[config.mk]
export PLATFORM = sky130hd
export DESIGN_NAME = latch_en_sequencer
export DESIGN_NICKNAME = d
export VERILOG_FILES = /design/src/rtl/latch_seq_pkg.sv /design/src/rtl/slot_ctr.sv /design/src/rtl/latch_en_sequencer.sv
export SDC_FILE = /design/constraint.sdc
export NUM_CORES = 1
export LEC_CHECK = 0
export ABC_AREA = 1
export CAP_MARGIN = 20
export CORE_AREA = 2 2 39 41
export DETAILED_ROUTE_END_ITERATION = 12
export DIE_AREA = 0 0 41 43
export SYNTH_ARGS = -nofsm -noshare
export SYNTH_HDL_FRONTEND = slang
export SYNTH_SLANG_ARGS = --single-unit
[constraint.sdc]
create_clock -name clk -period 1.6 [get_ports clk]
set_input_delay 0.48 -clock clk [delete_from_list [all_inputs] [get_ports clk]]
set_output_delay 0.48 -clock clk [all_outputs]
set_load 0.005 [all_outputs]
[src/rtl/latch_seq_pkg.sv]
// Shared types and defaults for the latch enable sequencer.
// State encoding is fixed at 2 bits so it can be probed directly.
package latch_seq_pkg;

  typedef enum logic [1:0] {
    IDLE  = 2'd0,
    SETUP = 2'd1,
    PULSE = 2'd2,
    HOLD  = 2'd3
  } seq_state_t;

  localparam int SEQ_SLOTS_DEF = 4;
  localparam int SEQ_WIDTH_DEF = 1;

endpackage

[src/rtl/slot_ctr.sv]
// Wrap-around slot index counter with synchronous clear.
// SLOTS is a power of two, so natural binary overflow gives the modulo wrap.
module slot_ctr #(
  parameter  int SLOTS = 4,
  localparam int SW    = $clog2(SLOTS)
) (
  input  logic          clk,
  input  logic          rst,
  input  logic          inc,
  input  logic          clr,
  output logic [SW-1:0] count,
  output logic          last
);

  always_ff @(posedge clk) begin
    if (rst || clr) begin
      count <= '0;
    end else if (inc) begin
      count <= count + SW'(1);
    end
  end

  assign last = (count == SW'(SLOTS - 1));

endmodule

[src/rtl/latch_en_sequencer.sv]
// Feeds a bank of enabled latches: each accepted word gets one cycle of di setup,
// a one-cycle enable pulse on the current slot, and one cycle of di hold.
module latch_en_sequencer
  import latch_seq_pkg::*;
#(
  parameter  int WIDTH = SEQ_WIDTH_DEF,
  parameter  int SLOTS = SEQ_SLOTS_DEF,
  localparam int SW    = $clog2(SLOTS)
) (
  input  logic             clk,
  input  logic             rst,
  input  logic             in_valid,
  output logic             in_ready,
  input  logic [WIDTH-1:0] in_data,
  input  logic             flush,
  output logic [WIDTH-1:0] di,
  output logic [SLOTS-1:0] en,
  output logic [SW-1:0]    slot,
  output logic             busy,
  output logic             done,
  output seq_state_t       state_dbg
);

  // Handshake: a word transfers on any rising edge where in_valid and
  // in_ready are both 1; in_data must stay stable until that edge.

  seq_state_t state_q;
  seq_state_t state_d;
  logic       fire;
  logic       slot_inc;
  logic       slot_last;
  logic [SLOTS-1:0] en_decode;

  slot_ctr #(.SLOTS(SLOTS)) u_slot_ctr (
    .clk   (clk),
    .rst   (rst),
    .inc   (slot_inc),
    .clr   (flush),
    .count (slot),
    .last  (slot_last)
  );

  assign fire      = in_valid && in_ready;
  assign slot_inc  = (state_q == HOLD) && !flush;
  assign en_decode = SLOTS'(1) << slot;
  assign state_dbg = state_q;

  always_comb begin
    in_ready = 1'b0;
    state_d  = state_q;
    case (state_q)
      IDLE: begin
        in_ready = !rst && !flush;
        if (in_valid && !rst && !flush) state_d = SETUP;
      end
      SETUP:   state_d = PULSE;
      PULSE:   state_d = HOLD;
      HOLD:    state_d = IDLE;
      default: state_d = IDLE;
    endcase
    if (flush) state_d = IDLE;
  end

  // Outputs are registered from next-state so they line up with the state they describe.
  always_ff @(posedge clk) begin
    if (rst) begin
      state_q <= IDLE;
      di      <= '0;
      en      <= '0;
      busy    <= 1'b0;
      done    <= 1'b0;
    end else begin
      state_q <= state_d;
      busy    <= (state_d != IDLE);
      en      <= (state_d == PULSE) ? en_decode : '0;
      done    <= (state_d == HOLD) && slot_last;
      if (fire) di <= in_data;
    end
  end

endmodule
Word-level counts from Yosys, hierarchy flattened:

Index checks and enable logic that the tools add are counted.

* add/subtract/negate cells: 1
* eq/ne operators: 6
* shifts and indexed selects: 1
* multiplexer cells: 4
* bitwise logic cells: 1
* reduce and logical (&&, ||, !) cells: 12

Operators by type and width (count)
* $eq 2x2->1 const B: 5
* $pmux 2 s4: 1
* $logic_and 1x1->1: 6
* $mux 2: 2
* $shl 1x2->4 const A: 1
* $add 2x1->2 const B: 1
* $eq 2x1->1 const B: 1
* $logic_not 1->1: 2
* $logic_not 2->1: 1
* $reduce_bool 2->1: 1
* $reduce_or 2->1: 1
* $logic_or 1x1->1: 1
* $mux 1: 1
* $not 1->1: 1

* bits in registers: 11
* bits of input ports: 5
* output and inout port bits: 12
* word-level logic and storage cells: 31

Longest topological paths before layout:

* depth after elaboration: 9
* mapped depth: 8
* gate-level depth less buffers: 8

By module:

Synthesis repeated with hierarchy kept, for this count alone.

* cells, all modules: 61
* area total of the unflattened synthesis: 494.2 um2

By module, submodules not included
* latch_en_sequencer: times used 1, cells each 45, area an instance 390.4 um2
* slot_ctr: times used 1, cells each 16, area an instance 103.8 um2

Worst setup path after synthesis:

No wires, ideal clock.

* kind: input -> output
* from: input flush
* to: output in_ready
* arrival time: 0.779 ns
* required time: 1.120 ns
* slack: 0.341 ns
* cell stages on the path: 3
* buffers on the path: 0
* path through: nor2_4 -> inv_1 -> nor2_1

* longest elaborated chain between the ends: 3

RTL lines
* start, declared: line latch_en_sequencer.sv:15 `input logic flush,`
* $logic_not 1->1: line latch_en_sequencer.sv:53 `in_ready = !rst && !flush;`
* $logic_and 1x1->1: line latch_en_sequencer.sv:53
* $mux 1: line latch_en_sequencer.sv:51 `case (state_q)`
* end, declared: line latch_en_sequencer.sv:13 `output logic in_ready,`

No other way between the ends.

Worst setup path after layout:

* from: register en[0]
* to: output en[0]

RTL lines
* start, declared: line latch_en_sequencer.sv:17 `output logic [SLOTS-1:0] en,`
* start signal, assigned: line latch_en_sequencer.sv:75 `en <= (state_d == PULSE) ? en_decode : '0;`

No word-level cell between the ends.

==> results.sh <==
export IMPL_outcome="complete, no violations"
export IMPL_critPathMaxStageDelay_ns=0.48
export IMPL_grt_ovfl_total=0
export IMPL_syn_inst=51
export IMPL_rrSetupSlack_ns=0.23
export IMPL_final_nets=90
export IMPL_synth_top_area_share_pct=48.62
export IMPL_fin_crit_ns=1.532
export IMPL_utilization_pct=52.62
export IMPL_critical_path_buf_inv_count=1
export IMPL_internal_power_uw=409.7
export IMPL_p_sw_uw=117.3
export IMPL_yosys_area_top_type="dfxtp_1"
export IMPL_max_slew_margin_rel_pct=91.04
export IMPL_hold_class="reg -> reg"
export IMPL_cts_root_buf="clkbuf_4"
export IMPL_place_congestion=0.7257
export IMPL_worstSetupPathDepth=1
export IMPL_fin_tns_setup_ns=0
export IMPL_multiInputGateArea_um2=196.4
export IMPL_fmax_mhz=652.8
export IMPL_cts_made_buffers=3
export IMPL_path_cells="clkdlybuf4s50_1"
export IMPL_ff_latch_area_um2=224.0
export IMPL_critical_path_required_ns=1.12
export IMPL_p_seq_share_pct=53.2
export IMPL_drt_first_pass_iters=2
export IMPL_grt_pass1_vias=374
export IMPL_hpwl_um=673
export IMPL_worst_pin_slew_ns=0.1330
export IMPL_startpoint_type="flop"
export IMPL_cts_tree="yes"
export IMPL_die_w_um=41
export IMPL_final_setup_viol_count=0
export IMPL_track_usage_pct=12.94
export IMPL_worst_slack_ns=0.06812
export IMPL_combPwrFrac_pct=12.2
export IMPL_clk_path_buf_depth=2
export IMPL_period_share_pct=95.74
export IMPL_num_vias=413
export IMPL_end_kind="primary output"
export IMPL_r2r_cells=8
export IMPL_synth_avg_cell_area_um2=8.881
export IMPL_antenna_found_initial=0
export IMPL_pwr_share_clk_pct=34.5
export IMPL_drc=0
export IMPL_switching_share_pct=22.26
export IMPL_die_area_mm2=0.001763
export IMPL_fillerInstances=149
export IMPL_finalPower_uw=527.0
export IMPL_ys_seq_area_share_pct=48.62
export IMPL_antenna_left=0
export IMPL_io_pins=17
export IMPL_initial_core_util_pct=32.73
export IMPL_grt_pass1_wl_um=1531
export IMPL_clkLatencyLatePin_ns=0.26
export IMPL_diodes=0
export IMPL_skew_ns=0.006141
export IMPL_ys_warn_count=0
export IMPL_criticalPathCategory="reg -> out"
export IMPL_coreArea_mm2=0.001384
export IMPL_cp_top_family="buffers and inverters"
export IMPL_hold_violations=0
export IMPL_p_leak_uw=0.0003889
export IMPL_synth_fp_nets=60
export IMPL_cts_clk_slew_worst_paths_ns=0.07
export IMPL_power_density_mw_per_mm2=723.7
export IMPL_std_cell_rows=14
export IMPL_dieHeight_um=43
export IMPL_synth_seq_cells=11
export IMPL_netlist_area_um2=452.9
export IMPL_wirelength_um=870
export IMPL_synth_distinct_cells=17
export IMPL_synthTopCellsByArea="dfxtp_1 49%, ha_1 11%, inv_1 7.5%, nor2_1 7.5%, nand3_2 4.4%"
export IMPL_slew_violations=0
export IMPL_critPathArrivalTime_ns=1.05
export IMPL_pre_cts_ws_ns=-0.5949
export IMPL_slowest_stage="clkdlybuf4s50_1"
export IMPL_min_path_cells=4
export IMPL_area_growth_pct=60.77
export IMPL_grt_max_degree=7
export IMPL_route_detailed_wl_per_inst_um=9.063
export IMPL_h_tree_depth=1
export IMPL_cts_hold_fix_buffers=0
export IMPL_drtIter0Drc=4
export IMPL_io_buffers=16
export IMPL_ir_worst_vdd_mv=0.6400
export IMPL_crit_fanout=1
export IMPL_drive_above_1_share_pct=31.25
export IMPL_clkSinkCount=11
export IMPL_maxCapViolCount=0
export IMPL_avgViaCountPerCell=4.302
==> cells by family after synthesis <==
group,share of synthesized area (%)
flops,48.62
buf+inv,8.562
fa+ha+maj,11.05
compound gates,6.628
simple gates,25.14
==> cells in the final DEF, fill, tap and decap left out <==
master and n:
nor2_1 9, buf_4 9, inv_1 8, dfxtp_1 8, clkdlybuf4s50_1 8, nand2_1 4
ha_1 3, clkbuf_4 3, dlymetal6s2s_1 3, dfxtp_2 3, o21ai_1 2, nand3_2 2
dlygate4sd2_1 2, nor2_4 1, inv_2 1, a21oi_1 1, nand2_2 1, or2_1 1
nand2_4 1, clkinv_2 1, o21ai_0 1, o211a_1 1, nand3_1 1, nor3_1 1
ha_2 1, clkbuf_1 1, clkbuf_2 1, clkdlybuf4s15_1 1, buf_2 1
==> per-stage QoR <==
stage,instance area (um2),instances,hold WS (ns)
2_1_floorplan,452.9,51,0.4548
3_3_place_gp,685.7,90,0.4941
3_5_place_dp,685.7,90,0.5087
4_1_cts,720.7,95,0.5303
5_1_grt,728.2,96,0.5436
6_report,728.2,96,0.5160
==> layout make-up <==
| cell class | count | share of cell area [%] |
|---|---|---|
| multi-input cells | 30 | 26.98 |
| inverters | 10 | 5.326 |
| well taps | 16 | 2.749 |
| repair buffers | 25 | 30.58 |
| flip-flops and latches | 11 | 30.76 |
| clock buffers | 4 | 3.608 |
==> Yosys cell counts <==
cell,instances
nand3_1,1
o21ai_0,1
nor3_1,1
nor2_1,9
dfxtp_1,11
or2_1,1
clkinv_2,1
o211a_1,1
nand3_2,2
nand2_1,4
nand2_4,1
nor2_4,1
a21oi_1,1
inv_1,9
nand2_2,1
o21ai_1,2
ha_1,4
==> state kept, by name, indices dropped and copies added, names as in the netlist <==
name / count
busy: 1
u_slot_ctr.count: 2
state_dbg: 2
di: 1
en: 4
done: 1
==> worst paths after layout <==
check | start | end
worst max-delay path | en[0]$_SDFF_PP0_ | en[0]
worst max register to register | state_dbg[0]$_SDFF_PP0_ | en[2]$_SDFF_PP0_
worst min-delay path | di$_SDFFE_PP0P_ | di$_SDFFE_PP0P_
worst min register to register | di$_SDFFE_PP0P_ | di$_SDFFE_PP0P_
==> power by group through the flow <==
stage / clock network, uW / registers (uW) / logic, uW
5_1_grt: 205 / 281 / 72.2
2_1_floorplan: 0 / 288 / 27.5
3_5_place_dp: 0 / 287 / 67.6
4_1_cts: 192 / 280 / 64.9
6_report: 182 / 281 / 64.5
3_3_place_gp: 0 / 287 / 66.8
==> what timing repair did <==
item / CTS / global route
buffers inserted: 1 / 1
endpoints found under the hold margin: 0 / 0
resized for setup: 11 / 8
pin swaps: 1 / 3
cloned: 0 / 0
setup endpoints to repair: 4 / 4
==> metal layers <==
metal	global-route usage, %	vias to the layer above	wire (um)
met5	0	-	0
met1	15.79	189	362
met4	2.000	0	0
met2	19.38	11	455
met3	7.853	0	51
li1	-	213	-
No activity file was read; power rests on OpenSTA's default activity.
